[config.mk]
export PLATFORM = sky130hd
export DESIGN_NAME = mul_pipe_ctrl
export DESIGN_NICKNAME = d
export VERILOG_FILES = /design/src/rtl/mul_pipe_ctrl.sv
export SDC_FILE = /design/constraint.sdc
export NUM_CORES = 2
export LEC_CHECK = 0
export CORE_MARGIN = 5
export CORE_UTILIZATION = 30
export CTS_CLUSTER_DIAMETER = 60
export DETAILED_ROUTE_END_ITERATION = 7
export PLACE_DENSITY = 0.56
export REMOVE_ABC_BUFFERS = 1
export SETUP_SLACK_MARGIN = 0.4
export SLEW_MARGIN = 15
export SYNTH_ARGS = -nofsm -noshare
export SYNTH_HDL_FRONTEND = slang
export SYNTH_SLANG_ARGS = --single-unit
[constraint.sdc]
create_clock -name clk -period 12.8 [get_ports clk]
set_input_delay 2.56 -clock clk [delete_from_list [all_inputs] [get_ports clk]]
set_output_delay 2.56 -clock clk [all_outputs]
set_load 0.005 [all_outputs]
[src/rtl/mul_pipe_ctrl.sv]
// -----------------------------------------------------------------------------
// mul_pipe_ctrl
//
// Three-stage pipelined multiplier with a valid/ready wrapper. It sits between
// ALU issue and writeback.
//
//   S1 : captures the operands, extended to XLEN+1 bits, and the tag.
//   S2 : radix-4 Booth partial products and a 3:2 carry-save reduction tree,
//        registered as a sum/carry vector pair.
//   S3 : final carry-propagate add. This is the output register.
//
// Ports
//   clk         rising-edge clock
//   rst         synchronous, active-high reset
//   flush       drops every in-flight operation; in_ready is low that cycle
//   in_valid    request valid
//   in_ready    a request can be accepted this cycle
//   in_src1     multiplicand (XLEN)
//   in_src2     multiplier (XLEN)
//   in_signed   1: signed x signed, 0: unsigned x unsigned
//   in_tag      opaque request tag (TAG_W)
//   out_valid   result valid (S3 occupied)
//   out_ready   consumer accepts the result
//   out_result  low 2*XLEN bits of the product
//   out_tag     tag of the returned result
//   busy        any stage occupied
//
// Each stage register loads only when its downstream slot is free or is being
// vacated in the same cycle. A full pipeline therefore streams one operation
// per cycle, does not insert bubbles, and holds its data stable while stalled.
// -----------------------------------------------------------------------------
module mul_pipe_ctrl #(
  parameter int XLEN  = 32,
  parameter int TAG_W = 4
) (
  input  logic                clk,
  input  logic                rst,
  input  logic                flush,
  input  logic                in_valid,
  output logic                in_ready,
  input  logic [XLEN-1:0]     in_src1,
  input  logic [XLEN-1:0]     in_src2,
  input  logic                in_signed,
  input  logic [TAG_W-1:0]    in_tag,
  output logic                out_valid,
  input  logic                out_ready,
  output logic [2*XLEN-1:0]   out_result,
  output logic [TAG_W-1:0]    out_tag,
  output logic                busy
);

  // EW   : width of the extended operands.
  // PW   : width of the product.
  // NPP  : number of Booth digits needed to cover an EW-bit multiplier.
  // NROW : number of reduction rows, counting the NPP inputs plus two rows
  //        appended by each of the NPP-2 compressors.
  localparam int EW   = XLEN + 1;
  localparam int PW   = 2 * XLEN;
  localparam int NPP  = (XLEN + 2) / 2;
  localparam int NROW = 3 * NPP - 4;

  // ---------------------------------------------------------------------------
  // Handshake / advance control
  // ---------------------------------------------------------------------------
  logic v1, v2, v3;
  logic adv3, en3, en2, en1;
  logic in_fire;

  always_comb begin
    adv3     = v3 & out_ready;
    en3      = ~v3 | adv3;
    en2      = ~v2 | en3;
    en1      = ~v1 | en2;
    in_ready = en1 & ~flush;
    in_fire  = in_valid & in_ready;
  end

  assign out_valid = v3;
  assign busy      = v1 | v2 | v3;

  // ---------------------------------------------------------------------------
  // Stage 1 registers: extended operands and tag
  // ---------------------------------------------------------------------------
  logic [EW-1:0]    a1, b1;
  logic [TAG_W-1:0] tag1;
  logic [EW-1:0]    a_in, b_in;

  // Zero extension makes the unsigned case a non-negative signed operand.
  // The signed EW x EW product then covers both modes.
  always_comb begin
    a_in = in_signed ? {in_src1[XLEN-1], in_src1} : {1'b0, in_src1};
    b_in = in_signed ? {in_src2[XLEN-1], in_src2} : {1'b0, in_src2};
  end

  // ---------------------------------------------------------------------------
  // Booth radix-4 partial products (combinational, from S1)
  // ---------------------------------------------------------------------------
  logic [PW-1:0]  pp [NPP];
  logic [EW+1:0]  b_pad;
  logic [PW-1:0]  a_ext;

  always_comb begin
    logic [2:0]    sel;
    logic          one, two, neg;
    logic [PW-1:0] mag;
    sel = 3'b000;
    one = 1'b0;
    two = 1'b0;
    neg = 1'b0;
    mag = '0;
    // An implicit 0 sits below the LSB. The sign bit is repeated once so that
    // the top digit sees a complete triplet.
    b_pad = {b1[EW-1], b1, 1'b0};
    a_ext = {{(PW-EW){a1[EW-1]}}, a1};
    for (int i = 0; i < NPP; i++) begin
      sel = b_pad[2*i +: 3];
      // Digit = -2*b[2i+1] + b[2i] + b[2i-1], in {-2,-1,0,+1,+2}.
      one = sel[0] ^ sel[1];
      two = (sel == 3'b011) | (sel == 3'b100);
      neg = sel[2] & ~(sel[1] & sel[0]);
      mag = two ? (a_ext << 1) : (one ? a_ext : '0);
      pp[i] = (neg ? -mag : mag) << (2*i);
    end
  end

  // ---------------------------------------------------------------------------
  // Carry-save reduction tree
  //
  // The rows are treated as a FIFO. Each 3:2 compressor consumes the three
  // oldest rows and appends a sum row and a carry row. The carry row is
  // shifted one column left, so every column's carry feeds the next column.
  // Consuming the oldest rows first keeps the depth logarithmic, as in a
  // Wallace tree. After NPP-2 compressors, exactly two rows remain.
  // Everything is computed modulo 2^PW, so bits shifted out above PW are
  // dropped safely.
  // ---------------------------------------------------------------------------
  logic [PW-1:0] rows [NROW];
  logic [PW-1:0] tree_sum, tree_carry;

  always_comb begin
    logic [PW-1:0] x, y, z;
    x = '0;
    y = '0;
    z = '0;
    for (int k = 0; k < NROW; k++) rows[k] = '0;
    for (int k = 0; k < NPP; k++)  rows[k] = pp[k];
    for (int k = 0; k < NPP - 2; k++) begin
      x = rows[3*k];
      y = rows[3*k + 1];
      z = rows[3*k + 2];
      rows[NPP + 2*k]     = x ^ y ^ z;
      rows[NPP + 2*k + 1] = ((x & y) | (x & z) | (y & z)) << 1;
    end
    tree_sum   = rows[NROW-2];
    tree_carry = rows[NROW-1];
  end

  // ---------------------------------------------------------------------------
  // Stage 2 / stage 3 registers
  // ---------------------------------------------------------------------------
  logic [PW-1:0]    sum2, carry2;
  logic [TAG_W-1:0] tag2;

  always_ff @(posedge clk) begin
    if (rst) begin
      v1         <= 1'b0;
      v2         <= 1'b0;
      v3         <= 1'b0;
      a1         <= '0;
      b1         <= '0;
      tag1       <= '0;
      sum2       <= '0;
      carry2     <= '0;
      tag2       <= '0;
      out_result <= '0;
      out_tag    <= '0;
    end else begin
      if (flush) begin
        v1 <= 1'b0;
        v2 <= 1'b0;
        v3 <= 1'b0;
      end else begin
        v1 <= in_fire | (v1 & ~en2);
        v2 <= (v1 & en2) | (v2 & ~en3);
        v3 <= (v2 & en3) | (v3 & ~adv3);
      end

      if (in_fire) begin
        a1   <= a_in;
        b1   <= b_in;
        tag1 <= in_tag;
      end

      // The data registers may still load during a flush. This is harmless,
      // because the valid bits clear in the same cycle.
      if (en2 && v1) begin
        sum2   <= tree_sum;
        carry2 <= tree_carry;
        tag2   <= tag1;
      end

      if (en3 && v2) begin
        out_result <= sum2 + carry2;
        out_tag    <= tag2;
      end
    end
  end

endmodule

==> results.json <==
{
  "slew_violations": 0,
  "irDropWorstVdd_mv": 0.0985,
  "p_leak_nw": 25.5,
  "reg2reg_to": "sum2[63]",
  "finalClockSkew_ns": 0.0702,
  "routed_wirelength_mm": 321,
  "grt_pass1_wl_mm": 441,
  "synth_cell_type_count": 89,
  "die-area_mm2": 0.195,
  "design_power_total_w": 0.00577,
  "fmax_ghz": 0.0958,
  "min_period_ns": 10.44,
  "critical_path_class": "reg2reg",
  "synth_area_leader_cell": "fa_1",
  "start_util": 0.301,
  "worstMarginPinSlew_ns": 1.41,
  "status": "complete, but fails checks",
  "cp_common_cell": "xnor2_1",
  "dr.pass1.iters": 8,
  "hold_violations": 0,
  "rsz0062_at_grt": "no",
  "grt_pass1_vias": 55300,
  "fin_setup_tns_ns": 0,
  "synth-seq-cells": 267,
  "dp_hpwl_mm": 253,
  "cp-end-kind": "flop",
  "insertion_delay_ns": 0.72,
  "synth_edf_count": 0,
  "r2r_setup_slack_ns": 2.36,
  "cts_setup_buffers": 0,
  "area_delta_synth_final_pct": 11.1,
  "setup_violations": 0,
  "place.gp.congestion": 1.06,
  "cp_slowest_cell": "nor3_1",
  "port_buffers": 144,
  "drtIter0Drc": 8794,
  "synth.top_cell.area_share": 0.239,
  "antenna_found_initial": 41,
  "rows": 158,
  "r2r-start": "b1[1]",
  "clockRootBuffer": "clkbuf_16",
  "core-area_mm2": 0.185,
  "synth_warnings": 0,
  "synthCells": 7714,
  "yosysMostFrequentCell": "nand2_1",
  "async_flop_share": 0,
  "setup_ws_ns": 2.36,
  "finalNetCount": 8422,
  "cts_resized": 0,
  "slew_headroom": 0.0512,
  "crit_path_start_kind": "flop",
  "grt_max_degree": 84,
  "slowest_delay_ns": 0.52,
  "cts_max_path_buffers": 3,
  "synth_common_cells": "nand2_1, a21oi_1, inv_1",
  "startpoint": "b1[1]",
  "io_pins": 145,
  "path_clk_slew_ns": 0.06,
  "fin_crit_sh": 0.816,
  "grt-ovfl-total": 0,
  "avgSynthCellArea_um2": 7.24,
  "r2r_cells": 34,
  "drc": 2,
  "power_density_mw_per_mm2": 93.0,
  "grt_usage": 0.320,
  "crit_fanout": 23,
  "min_path_type": "reg2reg",
  "die_y_um": 441,
  "cts_sinks": 267,
  "crit_arrival_ns": 11.02,
  "fillers": 19900,
  "ant_nets": 0,
  "fp.dieW_um": 441,
  "cts_hold_buf": 0,
  "via_per_inst": 5.86,
  "yosys-top-cells-area": "fa_1, dfxtp_1, a21oi_1",
  "maxCapViolCount": 0,
  "cts_made_buffers": 48,
  "crit_end": "sum2[63]",
  "via_count": 58800,
  "drive_above_1_share": 0.0725,
  "yosys_most_used_dff": "dfxtp_1",
  "yosysSeqAreaShare": 0.0957,
  "worstPathRequired_ns": 13.38,
  "routedWlPerCell_um": 32.0,
  "violations": "DRC",
  "htreeDepth": 2,
  "cts_tree": "built",
  "netlist_area_mm2": 0.0558,
  "pre_cts_slack_ns": 2.61
}
-- stage by stage --
step / util / hold WS (ns) / cell area [µm²] / instances
2_1_floorplan: - / 0.426 / 53200 / 7026
3_3_place_gp: 0.326 / 0.436 / 60300 / 9923
3_5_place_dp: 0.326 / 0.447 / 60300 / 9923
4_1_cts: 0.335 / 0.450 / 62000 / 10000
5_1_grt: 0.335 / 0.466 / 62000 / 10000
6_report: 0.335 / 0.452 / 62100 / 10000
-- cells in the final DEF (no fill, tap or decap), drive strengths merged, types with 51 or more instances in the layout --
master	n
dfxtp	267
nand2b	59
nand2	1019
buf	274
fa	666
or2	51
inv	791
nand3	73
clkbuf	59
nor2	560
a211oi	64
and2	61
a31oi	237
o21a	51
nor3	89
o21ai	387
a21oi	938
xor2	240
o31ai	57
ha	189
a21o	57
clkdlybuf4s50	143
xnor2	382
a21boi	72
and3	191
-- flip-flops by register name, summed over array words and instances (netlist names) --
signal / cells
a1: 33
b1: 33
carry2: 58
out_result: 64
out_tag: 4
out_valid: 1
sum2: 64
tag1: 4
tag2: 4
v1: 1
v2: 1
-- worst max-delay path: cells and delay by family (launching register included) --
kind | cells | cell delay [ns]
buffers and inverters | 5 | 1.14
XOR/XNOR | 11 | 2.07
adder cells (fa/ha/maj) | 6 | 2.76
AO/OA/AOI/OAI | 6 | 1.77
AND/OR/NAND/NOR | 5 | 1.75
flip-flops | 1 | 0.36
multiplexers | 1 | 0.43
-- layer usage --
| metal | part of all wire | vias to the layer above | track usage |
|---|---|---|---|
| li1 | - | 25200 | - |
| met1 | 0.39 | 28800 | 0.408 |
| met2 | 0.41 | 3912 | 0.464 |
| met3 | 0.13 | 784 | 0.110 |
| met4 | 0.075 | 16 | 0.191 |
| met5 | 0.00079 | - | 0.00596 |
-- cells by family (layout without fill, tap and decap cells) --
logic type	count (synthesis)	in the layout	share of synthesized area
xor+xnor	623	623	0.0980
other cells	0	27	0
flops	267	267	0.0957
compound gates	2173	2173	0.232
mux	79	79	0.0150
buf+inv	1474	1288	0.0993
simple gates	2243	2243	0.179
fa+ha+maj	855	855	0.281
-- power breakdown --
group          switching (W)  internal [W]  leakage (nW)
combinational        0.00231       0.00114          22.5
sequential         0.0000486      0.000886          2.18
clock               0.000544      0.000844         0.817
total                0.00290       0.00287          25.5
-- worst min-delay path by stage --
| stage | startpoint | end | slack [ns] | cells past startpoint |
|---|---|---|---|---|
| after detailed placement | tag1[1] | tag1[1] | 0.45 | 2 |
| after floorplan | sum2[0] | out_result[0] | 0.43 | 2 |
| final | out_result[0] | out_result[0] | 0.45 | 2 |
| after global routing | out_result[43] | out_result[43] | 0.47 | 2 |
| after CTS | tag1[0] | tag2[0] | 0.45 | 2 |
| after global placement | tag1[0] | tag2[0] | 0.44 | 2 |
-- area by class of cell --
class                           count  area, µm²  share of cell area
Multi-Input combinational cell   5973      45300               0.730
Timing Repair Buffer              417       3570              0.0575
Sequential cell                   267       5380              0.0867
Tap cell                         2480       3100              0.0500
Antenna cell                       27       67.6             0.00109
Clock inverter                     26        365             0.00589
Clock buffer                       59       1320              0.0213
Inverter                          786       2950              0.0475
(Power assumes the default switching activity.)
